[config.mk]
export PLATFORM = sky130hd
export DESIGN_NAME = pipeline_stall_controller
export DESIGN_NICKNAME = d
export VERILOG_FILES = /design/src/rtl/pipeline_stall_controller.sv
export SDC_FILE = /design/constraint.sdc
export NUM_CORES = 1
export LEC_CHECK = 0
export BUFFER_PORTS_ARGS = -buffer_cell sky130_fd_sc_hd__clkbuf_2
export CAP_MARGIN = 20
export CORE_MARGIN = 3
export CORE_UTILIZATION = 25
export DETAILED_ROUTE_END_ITERATION = 10
export GPL_TIMING_DRIVEN = 0
export PLACE_DENSITY = 0.54
export SYNTH_ARGS = -nofsm -noshare
export SYNTH_HDL_FRONTEND = slang
export SYNTH_SLANG_ARGS = --single-unit
[constraint.sdc]
create_clock -name clock -period 2.9 [get_ports clock]
set_input_delay 0.145 -clock clock [delete_from_list [all_inputs] [get_ports clock]]
set_output_delay 0.145 -clock clock [all_outputs]
set_load 0.005 [all_outputs]
[src/rtl/pipeline_stall_controller.sv]
// Hazard/stall sequencer for the 5-stage MIPS32 pipeline: load-use and
// branch-operand hazards, mul/div busy tracking and the data-memory
// wait-state handshake with timeout.
module pipeline_stall_controller #(
  parameter int unsigned MULDIV_LATENCY = 32,
  parameter int unsigned DMEM_TIMEOUT   = 255,
  parameter int unsigned CNT_WIDTH      = 32
) (
  input  logic                 clock,
  input  logic                 reset,
  input  logic [4:0]           id_rs,
  input  logic [4:0]           id_rt,
  input  logic                 id_uses_rs,
  input  logic                 id_uses_rt,
  input  logic                 id_branch,
  input  logic [4:0]           ex_dst,
  input  logic                 ex_reg_write,
  input  logic                 ex_mem_read,
  input  logic                 ex_muldiv_start,
  input  logic                 ex_muldiv_use,
  input  logic [4:0]           mem_dst,
  input  logic                 mem_mem_read,
  input  logic                 mem_mem_write,
  input  logic                 dmem_ready,
  output logic                 if_stall,
  output logic                 id_stall,
  output logic                 ex_stall,
  output logic                 mem_stall,
  output logic                 dmem_req,
  output logic                 muldiv_busy,
  output logic                 bus_error,
  output logic [CNT_WIDTH-1:0] stall_cycle_count
);

  localparam int unsigned REG_W = 5;
  localparam int unsigned TO_W  = 8;
  localparam int unsigned MD_W  = (MULDIV_LATENCY > 2) ? $clog2(MULDIV_LATENCY) : 1;

  localparam logic [MD_W-1:0]  MD_LOAD  = MD_W'(MULDIV_LATENCY - 1);
  localparam logic [TO_W-1:0]  TO_LIMIT = TO_W'(DMEM_TIMEOUT);
  localparam logic [REG_W-1:0] REG_ZERO = '0;

  typedef enum logic {
    ST_IDLE = 1'b0,
    ST_WAIT = 1'b1
  } dmem_state_e;

  dmem_state_e          state_q, state_d;
  logic [TO_W-1:0]      to_cnt_q, to_cnt_d;
  logic [MD_W-1:0]      md_cnt_q;
  logic                 bus_error_q;
  logic [CNT_WIDTH-1:0] stall_cnt_q;

  logic access;
  logic dmem_wait;
  logic timeout_hit;
  logic md_start_ok;
  logic ex_wr_nz, mem_ld_nz;
  logic rs_ex, rt_ex, rs_mem, rt_mem;
  logic load_use, branch_haz;

  // Source/destination match terms; $0 never produces a hazard
  assign ex_wr_nz   = ex_reg_write & (ex_dst != REG_ZERO);
  assign mem_ld_nz  = mem_mem_read & (mem_dst != REG_ZERO);
  assign rs_ex      = id_uses_rs & (id_rs == ex_dst);
  assign rt_ex      = id_uses_rt & (id_rt == ex_dst);
  assign rs_mem     = id_uses_rs & (id_rs == mem_dst);
  assign rt_mem     = id_uses_rt & (id_rt == mem_dst);
  assign load_use   = ex_mem_read & ex_wr_nz & (rs_ex | rt_ex);
  assign branch_haz = id_branch & ((ex_wr_nz & (rs_ex | rt_ex)) |
                                   (mem_ld_nz & (rs_mem | rt_mem)));

  assign access = mem_mem_read | mem_mem_write;

  // Data-memory handshake: next state, request strobe and wait indication
  always_comb begin
    state_d     = state_q;
    to_cnt_d    = to_cnt_q;
    dmem_req    = 1'b0;
    dmem_wait   = 1'b0;
    timeout_hit = 1'b0;
    case (state_q)
      ST_IDLE: begin
        dmem_req = access;
        if (access && !dmem_ready) begin
          state_d   = ST_WAIT;
          to_cnt_d  = '0;
          dmem_wait = 1'b1;
        end
      end
      ST_WAIT: begin
        timeout_hit = (to_cnt_q == TO_LIMIT);
        if (dmem_ready) begin
          // ready wins over a coincident timeout
          dmem_req = 1'b1;
          state_d  = ST_IDLE;
        end else if (timeout_hit) begin
          state_d = ST_IDLE;
        end else begin
          dmem_req  = 1'b1;
          dmem_wait = 1'b1;
          to_cnt_d  = to_cnt_q + TO_W'(1);
        end
      end
      default: state_d = ST_IDLE;
    endcase
  end

  // Data-memory state, timeout counter and bus-error pulse
  always_ff @(posedge clock) begin
    if (reset) begin
      state_q     <= ST_IDLE;
      to_cnt_q    <= '0;
      bus_error_q <= 1'b0;
    end else begin
      state_q     <= state_d;
      to_cnt_q    <= to_cnt_d;
      bus_error_q <= timeout_hit & ~dmem_ready;
    end
  end

  // A mul/div start is only accepted when the unit is idle and MEM is not held
  assign md_start_ok = ex_muldiv_start & ~muldiv_busy & ~mem_stall;

  // Mul/div busy down-counter
  always_ff @(posedge clock) begin
    if (reset) begin
      md_cnt_q <= '0;
    end else if (md_start_ok) begin
      md_cnt_q <= MD_LOAD;
    end else if (md_cnt_q != '0) begin
      md_cnt_q <= md_cnt_q - MD_W'(1);
    end
  end

  // Stall-cycle statistics counter, wraps naturally
  always_ff @(posedge clock) begin
    if (reset) begin
      stall_cnt_q <= '0;
    end else if (if_stall) begin
      stall_cnt_q <= stall_cnt_q + CNT_WIDTH'(1);
    end
  end

  assign muldiv_busy       = (md_cnt_q != '0);
  assign mem_stall         = dmem_wait;
  assign ex_stall          = mem_stall | (muldiv_busy & (ex_muldiv_use | ex_muldiv_start));
  assign id_stall          = ex_stall | load_use | branch_haz;
  assign if_stall          = id_stall;
  assign bus_error         = bus_error_q;
  assign stall_cycle_count = stall_cnt_q;

endmodule
# Word-level counts from Yosys, hierarchy flattened
# Cells that the tools add are included.
[totals] regBits=47 latchBits=0 mem_bits_rw=0 romBits=0 output_inout_bits=39 elab_cells=63 n_memories=0
[op_classes] addsub=3 multipliers=0 div_mod_pow=0 n_lt_le_gt_ge=0 eq_ne=8 shift=0 n_mux=13 n_bitwise=27 reduce_logical=7
[op_table] operator="32-bit by 1-bit adder with 32-bit output (second input constant)" count=1
[op_table] operator="8-bit 2-to-1 mux" count=3
[op_table] operator="5-bit equality test" count=4
[op_table] operator="8-bit case mux with 2 select lines" count=1
[op_table] operator="1-bit bitwise AND" count=15
[op_table] operator="5-bit nonzero test" count=3
[op_table] operator="5-bit 2-to-1 mux" count=2
[op_table] operator="8-bit by 1-bit adder with 8-bit output (second input constant)" count=1
[op_table] operator="8-bit equality test (second input constant)" count=1
[op_table] operator="1-bit bitwise OR" count=8
[op_table] operator="2-bit inequality test (second input constant)" count=3
[op_table] operator="1-bit 2-to-1 mux" count=5
[op_table] operator="5-bit by 1-bit subtractor with 5-bit output (second input constant)" count=1
[op_table] operator="1-bit inverter" count=4
[op_table] operator="1-bit case mux with 2 select lines" count=2
[op_table] operator="3-bit AND reduction" count=1
[op_table] operator="2-bit nonzero test" count=1
[op_table] operator="1-bit logical AND" count=1
[op_table] operator="1-bit logical NOT" count=1

# Depth between registers and ports, before layout
[depth] word_depth=7 mapped_depth=11

# Least setup slack after synthesis
# OpenSTA, ideal clock, no wires.
[synth_path] kind="register -> register" from="register md_cnt_q[0]" to="register stall_cnt_q[1] (netlist: stall_cycle_count[1])" setup_ns=0.130 arrival_time_ns=2.079 required_ns=2.770 slack_ns=0.691 stages_incl_launch_ff=12 synth_period_minus_slack_ns=2.209 cell_sequence="dfxtp_1 -> inv_1 -> ha_1 -> or4b_1 -> buf_6 -> o21ai_2 -> o31ai_2 -> a221oi_4 -> buf_6 -> buf_8 -> mux2i_1 -> nor2_1"
[synth_via] elab_chain_len=5
[synth_rtl] item="start: declaration" line="50" rtl="logic [MD_W-1:0] md_cnt_q;"
[synth_rtl] item="start signal: assignment" line="132" rtl="md_cnt_q <= md_cnt_q - MD_W'(1);"
[synth_rtl] item="5-bit nonzero test" line="145" rtl="assign muldiv_busy = (md_cnt_q != '0);"
[synth_rtl] item="net muldiv_busy" line="30" rtl="output logic muldiv_busy,"
[synth_rtl] item="1-bit bitwise AND" line="147" rtl="assign ex_stall = mem_stall | (muldiv_busy & (ex_muldiv_use | ex_muldiv_start));"
[synth_rtl] item="1-bit bitwise OR" line="147"
[synth_rtl] item="net ex_stall" line="27" rtl="output logic ex_stall,"
[synth_rtl] item="1-bit bitwise OR (2 in series)" line="148" rtl="assign id_stall = ex_stall | load_use | branch_haz;"
[synth_rtl] item="end signal: assignment" line="141" rtl="stall_cnt_q <= stall_cnt_q + CNT_WIDTH'(1);"
[synth_rtl] item="end: declaration" line="52" rtl="logic [CNT_WIDTH-1:0] stall_cnt_q;"
# The timed path passes the listed nets, and every way through them passes these cells.
# A chain may end at the register's enable or synchronous reset.

# Final worst setup path
[layout_path] from="register md_cnt_q[0]" to="output port if_stall"
[layout_via] elab_chain_len=5
[layout_rtl] item="5-bit nonzero test" line="145"
[layout_rtl] item="1-bit bitwise AND" line="147"
[layout_rtl] item="1-bit bitwise OR" line="147"
[layout_rtl] item="1-bit bitwise OR (2 in series)" line="148"
[layout_rtl] item="end: declaration" line="25" rtl="output logic if_stall,"
# Every way passes these cells.

==> flow_summary_export.csv <==
group,metric,value,unit
global_routing,gr-usage-met2,0.225,
global_routing,grt_util_met1,0.172,
place,globalplace.congestion,0.821,
detailed_routing,num_vias,2683,
floorplanning,start_util,0.264,
worst_setup_path,worstPathRequired,2.76,ns
global_routing,track_usage,0.134,
global_routing,grt_pass1_wl,12900,um
global_routing,globalRouteMet3Util,0.0272,
clock_tree,numCtsBuffers,5,
yosys,syn_area,2650,um2
final_layout,seqCellArea,941,um2
final_layout,final_common_cell,"clkbuf_2",
final_layout,fin_nets,437,
worst_setup_path,rrSetupSlack,0.30,ns
timing,rsz0062_at_grt,"false",
global_routing,antenna_found_initial,0,
detailed_routing,via_per_inst,5.02,
clock_tree,cts_sinks,47,
worst_setup_path,timing.rr.start,"md_cnt_q[0]",
timing,fin_crit,2.73,ns
worst_setup_path,cp-end-kind,"output port",
yosys,ys_warn_count,0,
yosys,yosysUniqueCellTypes,38,
detailed_routing,firstDrtPassIters,4,
final_layout,drive_above_1_share,0.242,
worst_setup_path,timing.rr.end,"stall_cycle_count[10]",
floorplanning,die_area,11900,um2
final_layout,n_fill_cell,1065,
timing,finalCritPeriodShare,0.940,
clock_tree,cts_tree,"built",
yosys,synth_cells,319,
timing,final-setup-viol-count,0,
timing,maxSlewHeadroom,0.458,
yosys,ys_async_sr_fraction,0,
final_layout,syn2layout_area_growth,25.1,%
power,power.density,535,nW/um2
final_layout,fin_cells,534,
flow_run,cap_violations,0,
detailed_routing,totalWireLength,7680,um
place,dp_hpwl,5900,um
yosys,synth_nets,355,
final_layout,final_cell_mix,"clkbuf_2 (70), dfxtp_1 (47), nand2_1 (31), a21oi_1 (31), xnor2_1 (24)",
place,port_buffers,70,
timing,fmax,367,MHz
min_path,hold_class,"input pin to register",
final_layout,diodes,0,
clock_tree,clock_latency,0.30,ns
floorplanning,pin_count,71,
clock_tree,h-tree-depth,2,
place,post-place-cells,522,
worst_setup_path,criticalPathCategory,"register to output port",
worst_setup_path,arrival,2.58,ns
worst_setup_path,crit_path_max_fanout,10,
clock_tree,cts-root-buf,"clkbuf_8",
clock_tree,clkTransAtPathRegs,0.09,ns
clock_tree,hold_buffers,0,
yosys,synth-main-ff-cell,"dfxtp_1",
floorplanning,coreArea,10000,um2
power,ir_worst_vdd,0.000218,V
final_layout,final_core_utilization,0.330,
min_path,hold_start,"reset",
yosys,synth-edff-count,0,
worst_setup_path,cp-start-kind,"register",
global_routing,grt-ovfl-total,0,
min_path,whs_endpoint,"bus_error",
clock_tree,clockBufferDepth,2,
global_routing,grt_max_degree,14,
detailed_routing,drtAntennaViolNets,0,
detailed_routing,wl_per_cell,14.4,um
timing,slew_viol_final,0,
run_status,outcome,"finished, final reports clean",
floorplanning,die_w,109,um
timing,final.setup.tns,0,ns
final_layout,multi_input_area,1570,um2
yosys,yosysSeqAreaShare,0.355,
detailed_routing,drc,0,
worst_setup_path,rr_worst_depth,11,
yosys,ys_ff_latch,47,
min_path,holdPathStages,3,
timing,hold_viol_final,0,
power,totalPowerFinal,1.77,mW
timing,clock_skew,0.00783,ns
power,p_leak,1.15,nW
floorplanning,rows,36,
global_routing,grt_pass1_vias,2641,
yosys,syn_area_per_cell,8.30,um2
timing,worst_slew_pin_slew,0.806,ns
global_routing,grt-busiest-layer,"met2",
detailed_routing,drt_iter0_drc,136,
floorplanning,dieHeight,109,um
## sequential cells by signal, summed over array words and instances (netlist names)
name and cells:
to_cnt_q 8, stall_cycle_count 32, state_q 1, bus_error 1
md_cnt_q 5
## layer usage
metal  wire (um)  vias up
met4         106        0
met2        3610       69
li1            -     1347
met1        3580     1258
met5           0        -
met3         381        9
## final cells by class
type                       count  area share
inverter                       8     0.00906
timing repair buffer          75       0.117
sequential                    47       0.284
clock inverter                 1     0.00906
tap                          133      0.0502
clock buffer                   6      0.0219
multi-input combinational    248       0.474
buffer                        16      0.0347
## metrics by stage
stage	hold slack (ns)	area, um2	worst slack, ns
after floorplan	0.318	2650	0.691
after CTS	0.173	3270	0.00329
final	0.171	3310	0.175
after global placement	0.476	3170	0.308
after global routing	0.205	3310	0.000390
after detailed placement	0.488	3170	0.311
## worst max-delay path, stage by stage (launching register included)
cell and delay, ns:
dfxtp_1 0.34, inv_2 0.07, ha_1 0.13, or4b_1 0.45, buf_6 0.16, o21ai_2 0.08
o31ai_4 0.12, a221oi_4 0.32, buf_6 0.19, buf_8 0.14, inv_1 0.05, buf_4 0.12
clkbuf_2 0.10
## cell usage after synthesis, types with 4 or more instances
master    number  area share
nand3_1       16       0.030
dfxtp_1       47        0.36
and3_1         4      0.0094
and2_1         4      0.0094
nor3_1         7       0.013
or4_1         16       0.045
ha_1           4       0.019
clkbuf_1       7      0.0099
a21oi_1       31       0.059
or3_1         17       0.040
nand2_1       31       0.044
a211oi_1       7       0.020
buf_6          5       0.021
xnor2_1       24       0.079
and4_1         4       0.013
inv_1          7      0.0099
xor2_1         6       0.020
nand4_1       11       0.026
o31ai_1       16       0.045
o21ai_1       14       0.026
nor4_1         4      0.0094
nor2_1        17       0.024
## worst max path at each step
| stage | start | slack (ns) | cells after the start | to |
|---|---|---|---|---|
| final | md_cnt_q[0] | 0.17 | 12 | if_stall |
| after global routing | md_cnt_q[1] | 0.0004 | 12 | if_stall |
| after CTS | md_cnt_q[0] | 0.003 | 12 | if_stall |
| after detailed placement | md_cnt_q[0] | 0.31 | 10 | stall_cycle_count[10] |
| after global placement | md_cnt_q[0] | 0.31 | 10 | stall_cycle_count[11] |
| after floorplan | md_cnt_q[0] | 0.69 | 11 | stall_cycle_count[1] |
## where the power goes
part	internal (mW)	leakage (nW)	total, mW	switching, mW
registers	0.693	0.381	0.736	0.0433
clock network	0.253	0.0513	0.472	0.219
logic	0.263	0.722	0.564	0.301
## repair_timing
action                                  4_1_cts  5_1_grt
buffers inserted                              0        5
resized for setup                             0        2
endpoints found under the hold margin         0        0
endpoints found under the setup margin        0        2
## cell families (layout without fill, tap and decap cells)
| group | Yosys count | after routing | synth area share |
|---|---|---|---|
| xor gates and xnor gates | 30 | 30 | 0.0992 |
| AOI/OAI and AO/OA | 78 | 78 | 0.188 |
| and+or+nand+nor | 135 | 135 | 0.280 |
| DFF | 47 | 47 | 0.355 |
| muxes | 1 | 1 | 0.00378 |
| buffers and inverters | 24 | 106 | 0.0548 |
| adders and majority gates | 4 | 4 | 0.0189 |
(Power assumes the default switching activity.)
